**config.mk**
```make
export PLATFORM = sky130hd
export DESIGN_NAME = ysyx_25020037_clint_mh
export DESIGN_NICKNAME = d
export VERILOG_FILES = /design/src/rtl/ysyx_25020037_clint_mh.sv
export SDC_FILE = /design/constraint.sdc
export NUM_CORES = 1
export LEC_CHECK = 0
export CAP_MARGIN = 20
export CORE_UTILIZATION = 53
export CTS_BUF_LIST = sky130_fd_sc_hd__clkbuf_8
export DETAILED_ROUTE_END_ITERATION = 6
export GPL_ROUTABILITY_DRIVEN = 0
export PLACE_DENSITY_LB_ADDON = 0.3
export RECOVER_POWER = 100
export SETUP_SLACK_MARGIN = 0.3
export SYNTH_ARGS = -nofsm -noshare
export SYNTH_HDL_FRONTEND = slang
export SYNTH_SLANG_ARGS = --single-unit
export TNS_END_PERCENT = 50
```
**constraint.sdc**
```tcl
create_clock -name clk -period 6.4 [get_ports clk]
set_input_delay 0.96 -clock clk [delete_from_list [all_inputs] [get_ports clk]]
set_output_delay 0.96 -clock clk [all_outputs]
set_load 0.02 [all_outputs]
```
**src/rtl/ysyx_25020037_clint_mh.sv**
```systemverilog
// rtl/ysyx_25020037_clint_mh.sv - multi-hart CLINT on AXI4-Lite; msip registers built only when CLINT_MSIP_EN is defined
module ysyx_25020037_clint_mh #(
    parameter int          NHARTS     = 1,
    parameter logic [31:0] CLINT_BASE = 32'h0200_0000,
    parameter int          TICK_DIV   = 1
) (
    input  logic              clk,
    input  logic              rst,
    input  logic [31:0]       araddr,
    input  logic              arvalid,
    output logic              arready,
    output logic [31:0]       rdata,
    output logic [1:0]        rresp,
    output logic              rvalid,
    input  logic              rready,
    input  logic [31:0]       awaddr,
    input  logic              awvalid,
    output logic              awready,
    input  logic [31:0]       wdata,
    input  logic [3:0]        wstrb,
    input  logic              wvalid,
    output logic              wready,
    output logic [1:0]        bresp,
    output logic              bvalid,
    input  logic              bready,
    output logic [NHARTS-1:0] mtip,
    output logic [NHARTS-1:0] msip
);

    localparam int            PW      = (TICK_DIV > 1) ? $clog2(TICK_DIV) : 1;
    localparam logic [PW-1:0] PRE_MAX = PW'(TICK_DIV - 1);

    typedef enum logic [1:0] {IDLE, RD_RESP, WR_DATA, WR_RESP} state_t;

    typedef enum logic [2:0] {R_MSIP, R_CMP_LO, R_CMP_HI, R_TIME_LO, R_TIME_HI, R_BAD} reg_kind_t;

    typedef struct packed {
        reg_kind_t  kind;
        logic [2:0] hart;
    } dec_t;

    // Map a bus address onto a register class and hart index; anything unmapped,
    // misaligned or beyond the implemented harts decodes as R_BAD.
    function automatic dec_t decode(input logic [31:0] addr);
        logic [31:0] off;
        dec_t        d;
        off    = addr - CLINT_BASE;
        d.kind = R_BAD;
        d.hart = 3'd0;
        if (off[31:16] == 16'h0000 && off[1:0] == 2'b00) begin
            if (off[15:0] < 16'(4 * NHARTS)) begin
                d.kind = R_MSIP;
                d.hart = off[4:2];
            end else if (off[15:0] >= 16'h4000 && off[15:0] < 16'(32'h4000 + 8 * NHARTS)) begin
                d.kind = off[2] ? R_CMP_HI : R_CMP_LO;
                d.hart = off[5:3];
            end else if (off[15:0] == 16'hBFF8) begin
                d.kind = R_TIME_LO;
            end else if (off[15:0] == 16'hBFFC) begin
                d.kind = R_TIME_HI;
            end
        end
        return d;
    endfunction

    // Byte-lane merge: lanes with a strobe take the new data, others keep the old.
    function automatic logic [31:0] merge(input logic [31:0] old_w, input logic [31:0] new_w,
                                          input logic [3:0] strb);
        logic [31:0] m;
        m = {{8{strb[3]}}, {8{strb[2]}}, {8{strb[1]}}, {8{strb[0]}}};
        return (old_w & ~m) | (new_w & m);
    endfunction

    state_t            state;
    state_t            state_next;
    logic [31:0]       aw_addr_q;
    logic [PW-1:0]     prescaler;
    logic [63:0]       mtime;
    logic [63:0]       mtimecmp [NHARTS];
    logic [NHARTS-1:0] mtip_q;
    logic              tick;
    logic              ar_fire;
    logic              aw_fire;
    logic              w_fire;
    dec_t              rd_dec;
    dec_t              wr_dec;
    logic [63:0]       cmp_sel;
    logic              msip_bit;
    logic [31:0]       rd_word;
    logic              rd_err;
`ifdef CLINT_MSIP_EN
    logic [NHARTS-1:0] msip_q;
`endif

    assign rd_dec  = decode(araddr);
    assign wr_dec  = decode(aw_addr_q);
    assign tick    = (prescaler == PRE_MAX);
    assign ar_fire = (state == IDLE) && arvalid;
    assign aw_fire = (state == IDLE) && !arvalid && awvalid;
    assign w_fire  = (state == WR_DATA) && wvalid;
    assign mtip    = mtip_q;

    // FSM state register
    always_ff @(posedge clk or posedge rst) begin
        if (rst) begin
            state <= IDLE;
        end else begin
            state <= state_next;
        end
    end

    // FSM next state and handshake outputs; a read wins a same-cycle tie with a write
    always_comb begin
        state_next = state;
        arready    = 1'b0;
        awready    = 1'b0;
        wready     = 1'b0;
        rvalid     = 1'b0;
        bvalid     = 1'b0;
        case (state)
            IDLE: begin
                arready = 1'b1;
                awready = !arvalid;
                if (arvalid) begin
                    state_next = RD_RESP;
                end else if (awvalid) begin
                    state_next = WR_DATA;
                end
            end
            RD_RESP: begin
                rvalid = 1'b1;
                if (rready) begin
                    state_next = IDLE;
                end
            end
            WR_DATA: begin
                wready = 1'b1;
                if (wvalid) begin
                    state_next = WR_RESP;
                end
            end
            WR_RESP: begin
                bvalid = 1'b1;
                if (bready) begin
                    state_next = IDLE;
                end
            end
            default: state_next = IDLE;
        endcase
    end

    // Read data mux for the address presented on the AR channel
    always_comb begin
        cmp_sel  = 64'd0;
        msip_bit = 1'b0;
        rd_word  = 32'd0;
        rd_err   = 1'b0;
        for (int h = 0; h < NHARTS; h++) begin
            if (rd_dec.hart == 3'(h)) begin
                cmp_sel = mtimecmp[h];
`ifdef CLINT_MSIP_EN
                msip_bit = msip_q[h];
`endif
            end
        end
        case (rd_dec.kind)
            R_MSIP:    rd_word = {31'd0, msip_bit};
            R_CMP_LO:  rd_word = cmp_sel[31:0];
            R_CMP_HI:  rd_word = cmp_sel[63:32];
            R_TIME_LO: rd_word = mtime[31:0];
            R_TIME_HI: rd_word = mtime[63:32];
            default:   rd_err  = 1'b1;
        endcase
    end

    // Response registers and latched write address; held until the response is taken
    always_ff @(posedge clk or posedge rst) begin
        if (rst) begin
            rdata     <= 32'd0;
            rresp     <= 2'b00;
            bresp     <= 2'b00;
            aw_addr_q <= 32'd0;
        end else begin
            if (ar_fire) begin
                rdata <= rd_word;
                rresp <= rd_err ? 2'b10 : 2'b00;
            end
            if (aw_fire) begin
                aw_addr_q <= awaddr;
            end
            if (w_fire) begin
                bresp <= (wr_dec.kind == R_BAD) ? 2'b10 : 2'b00;
            end
        end
    end

    // Prescaler and mtime; a software write to mtime replaces that cycle's increment
    always_ff @(posedge clk or posedge rst) begin
        if (rst) begin
            prescaler <= '0;
            mtime     <= 64'd0;
        end else begin
            prescaler <= tick ? '0 : prescaler + 1'b1;
            if (w_fire && wr_dec.kind == R_TIME_LO) begin
                mtime[31:0] <= merge(mtime[31:0], wdata, wstrb);
            end else if (w_fire && wr_dec.kind == R_TIME_HI) begin
                mtime[63:32] <= merge(mtime[63:32], wdata, wstrb);
            end else if (tick) begin
                mtime <= mtime + 64'd1;
            end
        end
    end

    // Per-hart compare registers, reset to all-ones so no timer interrupt fires at boot
    always_ff @(posedge clk or posedge rst) begin
        if (rst) begin
            for (int h = 0; h < NHARTS; h++) begin
                mtimecmp[h] <= 64'hFFFF_FFFF_FFFF_FFFF;
            end
        end else begin
            for (int h = 0; h < NHARTS; h++) begin
                if (w_fire && wr_dec.hart == 3'(h)) begin
                    if (wr_dec.kind == R_CMP_LO) begin
                        mtimecmp[h][31:0] <= merge(mtimecmp[h][31:0], wdata, wstrb);
                    end else if (wr_dec.kind == R_CMP_HI) begin
                        mtimecmp[h][63:32] <= merge(mtimecmp[h][63:32], wdata, wstrb);
                    end
                end
            end
        end
    end

    // Registered timer interrupt: one cycle behind the unsigned compare
    always_ff @(posedge clk or posedge rst) begin
        if (rst) begin
            mtip_q <= '0;
        end else begin
            for (int h = 0; h < NHARTS; h++) begin
                mtip_q[h] <= (mtime >= mtimecmp[h]);
            end
        end
    end

`ifdef CLINT_MSIP_EN
    // Software interrupt bits; only bit 0 of lane 0 is meaningful
    always_ff @(posedge clk or posedge rst) begin
        if (rst) begin
            msip_q <= '0;
        end else begin
            for (int h = 0; h < NHARTS; h++) begin
                if (w_fire && wr_dec.kind == R_MSIP && wr_dec.hart == 3'(h) && wstrb[0]) begin
                    msip_q[h] <= wdata[0];
                end
            end
        end
    end

    assign msip = msip_q;
`else
    assign msip = '0;
`endif

endmodule

```
After elaboration in Yosys (flattened, before gate mapping) --
Cells that the tools add are included. W data, S select, Z words.
Storage, ports and cells: output and inout bits 43, register bits 200, bits of input ports 107, word-level logic and storage cells 117
Operators by class: reduce and logical (&&, ||, !) cells 26, muxes and demuxes 34, add/subtract/negate cells 4, magnitude comparators 7, equal/unequal tests 23, bitwise operators 12
Operators with widths (count):
- $and A32 B32 Y32 | 5
- $mux W64 | 2
- $or A32 B32 Y32 | 4
- $pmux W32 S4 | 1
- $mux W32 | 3
- $add A64 B1 Y64 const B | 1
- $eq A16 B16 Y1 const B | 4
- $ge A64 B64 Y1 | 1
- $sub A32 B26 Y32 const B | 2
- $ge A16 B15 Y1 const B | 2
- $logic_not A16 Y1 | 2
- $lt A16 B15 Y1 const B | 2
- $lt A16 B3 Y1 const B | 2
- $not A32 Y32 | 1
- $mux W6 | 4
- $mux W2 | 9
- $mux W3 | 6
- $eq A3 B2 Y1 const B | 4
- $logic_and A1 B1 Y1 | 11
- $eq A3 B3 Y1 const B | 3
- $logic_not A3 Y1 | 3
- $mux W1 | 8
- $ne A2 B2 Y1 const B | 4
- $pmux W2 S4 | 1
- other kinds (13) | 21

Depth between registers and ports, before layout --
word-level depth 11, depth in mapped cells 10, mapped depth without buffers 8

Worst setup path after synthesis --
OpenSTA, ideal clock, no wires.
path kind input -> register, start point input araddr[18], end point register rdata[11], library setup time 0.104 ns, buffers on the path 2, stages on the path 8, arrival 2.994 ns, data required time 6.296 ns, slack 3.302 ns, cell sequence or4_1 -> or3_1 -> nor3b_1 -> and2_0 -> clkbuf_1 -> buf_1 -> nand2_1 -> a221oi_1
On the way: cells in the longest elaborated chain, start to end 7, elaborated cells between the ends (all ways) 11, classes of those cells 1 x add/sub; 4 x eq/ne; 3 x mux; 3 x reduce/logical
RTL lines:
- start: declaration | line 9 | input logic [31:0] araddr,
- $sub A32 B26 Y32 * | line 47 | off = addr - CLINT_BASE;
- $logic_not A16 Y1 * | line 50 | if (off[31:16] == 16'h0000 && off[1:0] == 2'b00) begin
- $logic_and A1 B1 Y1 * | line 50
- $mux W6 * | line 50
- $logic_not A3 Y1 | line 159 | if (rd_dec.hart == 3'(h)) begin
- $mux W64 | line 159
- $pmux W32 S4 * | line 166 | case (rd_dec.kind)
- end signal: assignment | line 185 | rdata <= rd_word;
- end: declaration | line 12 | output logic [31:0] rdata,
Every way passes the cells marked *; elsewhere a longest branch is shown, timed or not. A chain may end at the register's enable or synchronous reset.

Worst setup path in the final report --
start point input araddr[18], end point register rdata[18]
Same word-level chain as after synthesis.

==> metrics.md <==
| Metric | Value |
|---|---|
| Fin crit share | 68.7% |
| Post-synthesis mux area share | 8.76% |
| Endpoints failing setup | 0 |
| WL per Instance | 20.6 µm |
| Reg2Reg Launch Point | aw_addr_q[1] |
| CP required | just under 7 ns |
| Leakage | 5.60 nW |
| Vias in the first global route | 11,300 |
| Synth Area in Simple Gates | 19.8% |
| Crit path time final | 4.40 ns |
| Post-synth top area share | 27.2% |
| GR Util All Layers | a little under a third |
| Max FO, Critical Path | 32 |
| Clock buffer depth | 2 |
| Post-synthesis register bit count | 197 |
| Setup Buffers After CTS | 0 |
| Height of the die | 154 µm |
| Startpoint types | input port |
| H-tree Lvls | 4 |
| Residual DRC | 5 |
| Critical Path AT | 4.79 ns |
| Power Dens Cells | roughly 240 mW/mm² |
| Cts repair resizes | 0 |
| Top cells by count, synth | 142 x nand2_1, 133 x dfrtp_1, 127 x o21ai_0 |
| Max cap viols | 3 |
| Share of cells above drive strength 1 | 13.5% |
| Layout Area Growth over Synthesis | 16.7% |
| Rel. slew slack | -11.5% |
| Area of the mapped netlist | 0.0123 mm² |
| Post-synthesis sequential area ratio | 40.9% |
| R2r worst-path depth | 7 |
| CTS root buf | clkbuf_8 |
| Worst setup path start | araddr[18] |
| Area share of fa/ha/maj cells after synthesis | 6.84% |
| Post-synth cell types | 68 |
| Effective utilization at floorplan | 54.1% |
| Slew Viols, Final | 75 |
| Final ANT Viol Nets | 0 |
| Most used cell, CP | o21ai_0 |
| Compound-Gate Fraction of Synth Area | 18.3% |
| Vias | 11,600 |
| Critical path's slowest cell | clkbuf_1 |
| CTS Hold Bufs | 0 |
| Pwr Total | 3.43 mW |
| Most numerous cell in the Yosys netlist | nand2_1 |
| Outcome | finished with violations |
| Failing checks | DRC, capacitance limit, slew limit |
| Worst Tran Pin Value | 1.67 ns |
| Pin count of the biggest net entering global routing | just under 200 |
| Total clock buffers created by CTS | 17 |
| Setup crit end | rdata[18] |
| Post-route cell area | 0.0143 mm² |
| Synth Instances | 1,366 |
| Class of the worst hold path | register to register |
| DP Wirelength | 26,000 µm |
| Number of synthesized flops with an enable pin | 0 |
| Core footprint | 0.0226 mm² |
| Max IR drop VDD | 0.000173 V |
| Top Ports | 150 |
| DR pass1 iterations | 7 |
| FFs w/ async S/R, synth | 100% |
| Achievable Freq | about 0.23 GHz |
| Leading area contributor after synthesis | dfrtp_1 |
| R2R setup slack | 2.30 ns |
| CTS Sinks | 197 |
| Dpl cell area | around 0.014 mm² |
| CTS clk-pin slew, worst paths | 0.10 ns |
| GR Overflow Total | 0 |
| Finished Core Util | 63.2% |
| Clock Latency Late Sink | approximately 0.50 ns |
| WHS | 0.497 ns |
| CTS tree | built |
| RSZ-0062 raised after global routing | false |
| Die W | 154 µm |
| Critical path class | input port to register |
| First-pass GRT wire length | 59,200 µm |
| CP Capture Type | register |
| # rows | 55 |
| Main combinational cell family by area after synthesis | simple AND/OR/NAND/NOR gates |
| Final WL | about 37,000 µm |
| Number of antenna violations at the first check in global routing | 1 |
| CP max stage delay | around 1.2 ns |
| Vias per cell | 6.54 |
| Worst-path cell chain | dlygate4sd3_1, or4_1, or3_1, or2_2, o21ai_0, clkbuf_1, o21ai_0, a221oi_1 |
| Synthesis warning total | 0 |
| 1st-iter DRT viols | 1,317 |
| Die area | 0.0237 mm² |
| Setup TNS | 0 ns |
| Synth Flop Type | dfrtp_1 |
| Largest cells by area after synthesis | dfrtp_1 27%, dfstp_2 14%, mux2_2 7.5%, ha_1 6.8%, o21ai_0 5.2% |
| Buffers added on ports | 146 |
| Worst clock skew | 0.0121 ns |
| Hold Vio Cnt, Final | 0 |
| Final #Nets | about 1,700 |
| Post-Synth XOR/XNOR Area | 0.214% |
| Syn Area/Cell | 8.97 µm² |
critical path, delay by kind of cell:
| family | cells | cell delay, ns |
|---|---|---|
| and+or+nand+nor | 3 | 1.21 |
| AOI/OAI and AO/OA | 3 | 0.88 |
| buffers and inverters | 2 | 1.73 |
cell type report:
cell class / instances / area, µm²
Sequential cell: 197 / 5010
Inverter: 90 / 339
Multi-Input combinational cell: 1009 / 6640
Timing Repair Buffer: 164 / 1580
Clock buffer: 17 / 234
Antenna cell: 1 / 2.50
Clock inverter: 15 / 144
Fill cell: 1898 / 8340
Tap cell: 285 / 357
cell families after synthesis:
| logic type | after synthesis |
|---|---|
| muxes | 97 |
| DFF | 197 |
| and+or+nand+nor | 490 |
| adders and majority gates | 67 |
| AOI/OAI and AO/OA | 349 |
| buffers and inverters | 162 |
| other | 1 |
| xor gates and xnor gates | 3 |
report_power, final:
part           total, mW  switching, mW  internal [mW]
registers           1.59          0.136           1.45
logic               1.03          0.573          0.453
clock network      0.813          0.468          0.345
how the worst min path moves through the flow:
stage / slack, ns / end / depth (start not counted) / from
2_1_floorplan: 0.48 / register / 2 / register
3_3_place_gp: 0.47 / rresp[1] / 2 / rresp[1]
3_5_place_dp: 0.48 / rresp[1] / 2 / rresp[1]
4_1_cts: 0.51 / rresp[1] / 2 / rresp[1]
5_1_grt: 0.53 / aw_addr_q[20] / 1 / aw_addr_q[20]
6_report: 0.50 / rresp[1] / 2 / rresp[1]
metrics by stage:
stage	worst slack, ns	cells
detailed placement	2.53	1745
global route	1.92	1777
global placement	2.63	1745
CTS	3.03	1777
finish	2.00	1778
floorplan	2.95	1368
per-layer routing:
| layer | vias to the layer above | GRT usage, % | routed length [µm] |
|---|---|---|---|
| met1 | 5508 | 40.6 | 14400 |
| met2 | 704 | 51.4 | 17000 |
| li1 | 5280 | - | - |
| met3 | 126 | 7.84 | 3960 |
| met5 | - | 0 | 13 |
| met4 | 2 | 13.3 | 1400 |
cell usage in the layout, fill, tap and decap left out, drive strengths merged, types with 51 or more instances in the layout:
| master | instances |
|---|---|
| dfrtp | 133 |
| a21oi | 51 |
| clkdlybuf4s50 | 101 |
| nor3 | 56 |
| nand2 | 142 |
| mux2 | 82 |
| nor2 | 106 |
| dfstp | 64 |
| ha | 67 |
| inv | 98 |
| o21ai | 131 |
Note: power is estimated with default switching activity, not from simulation.
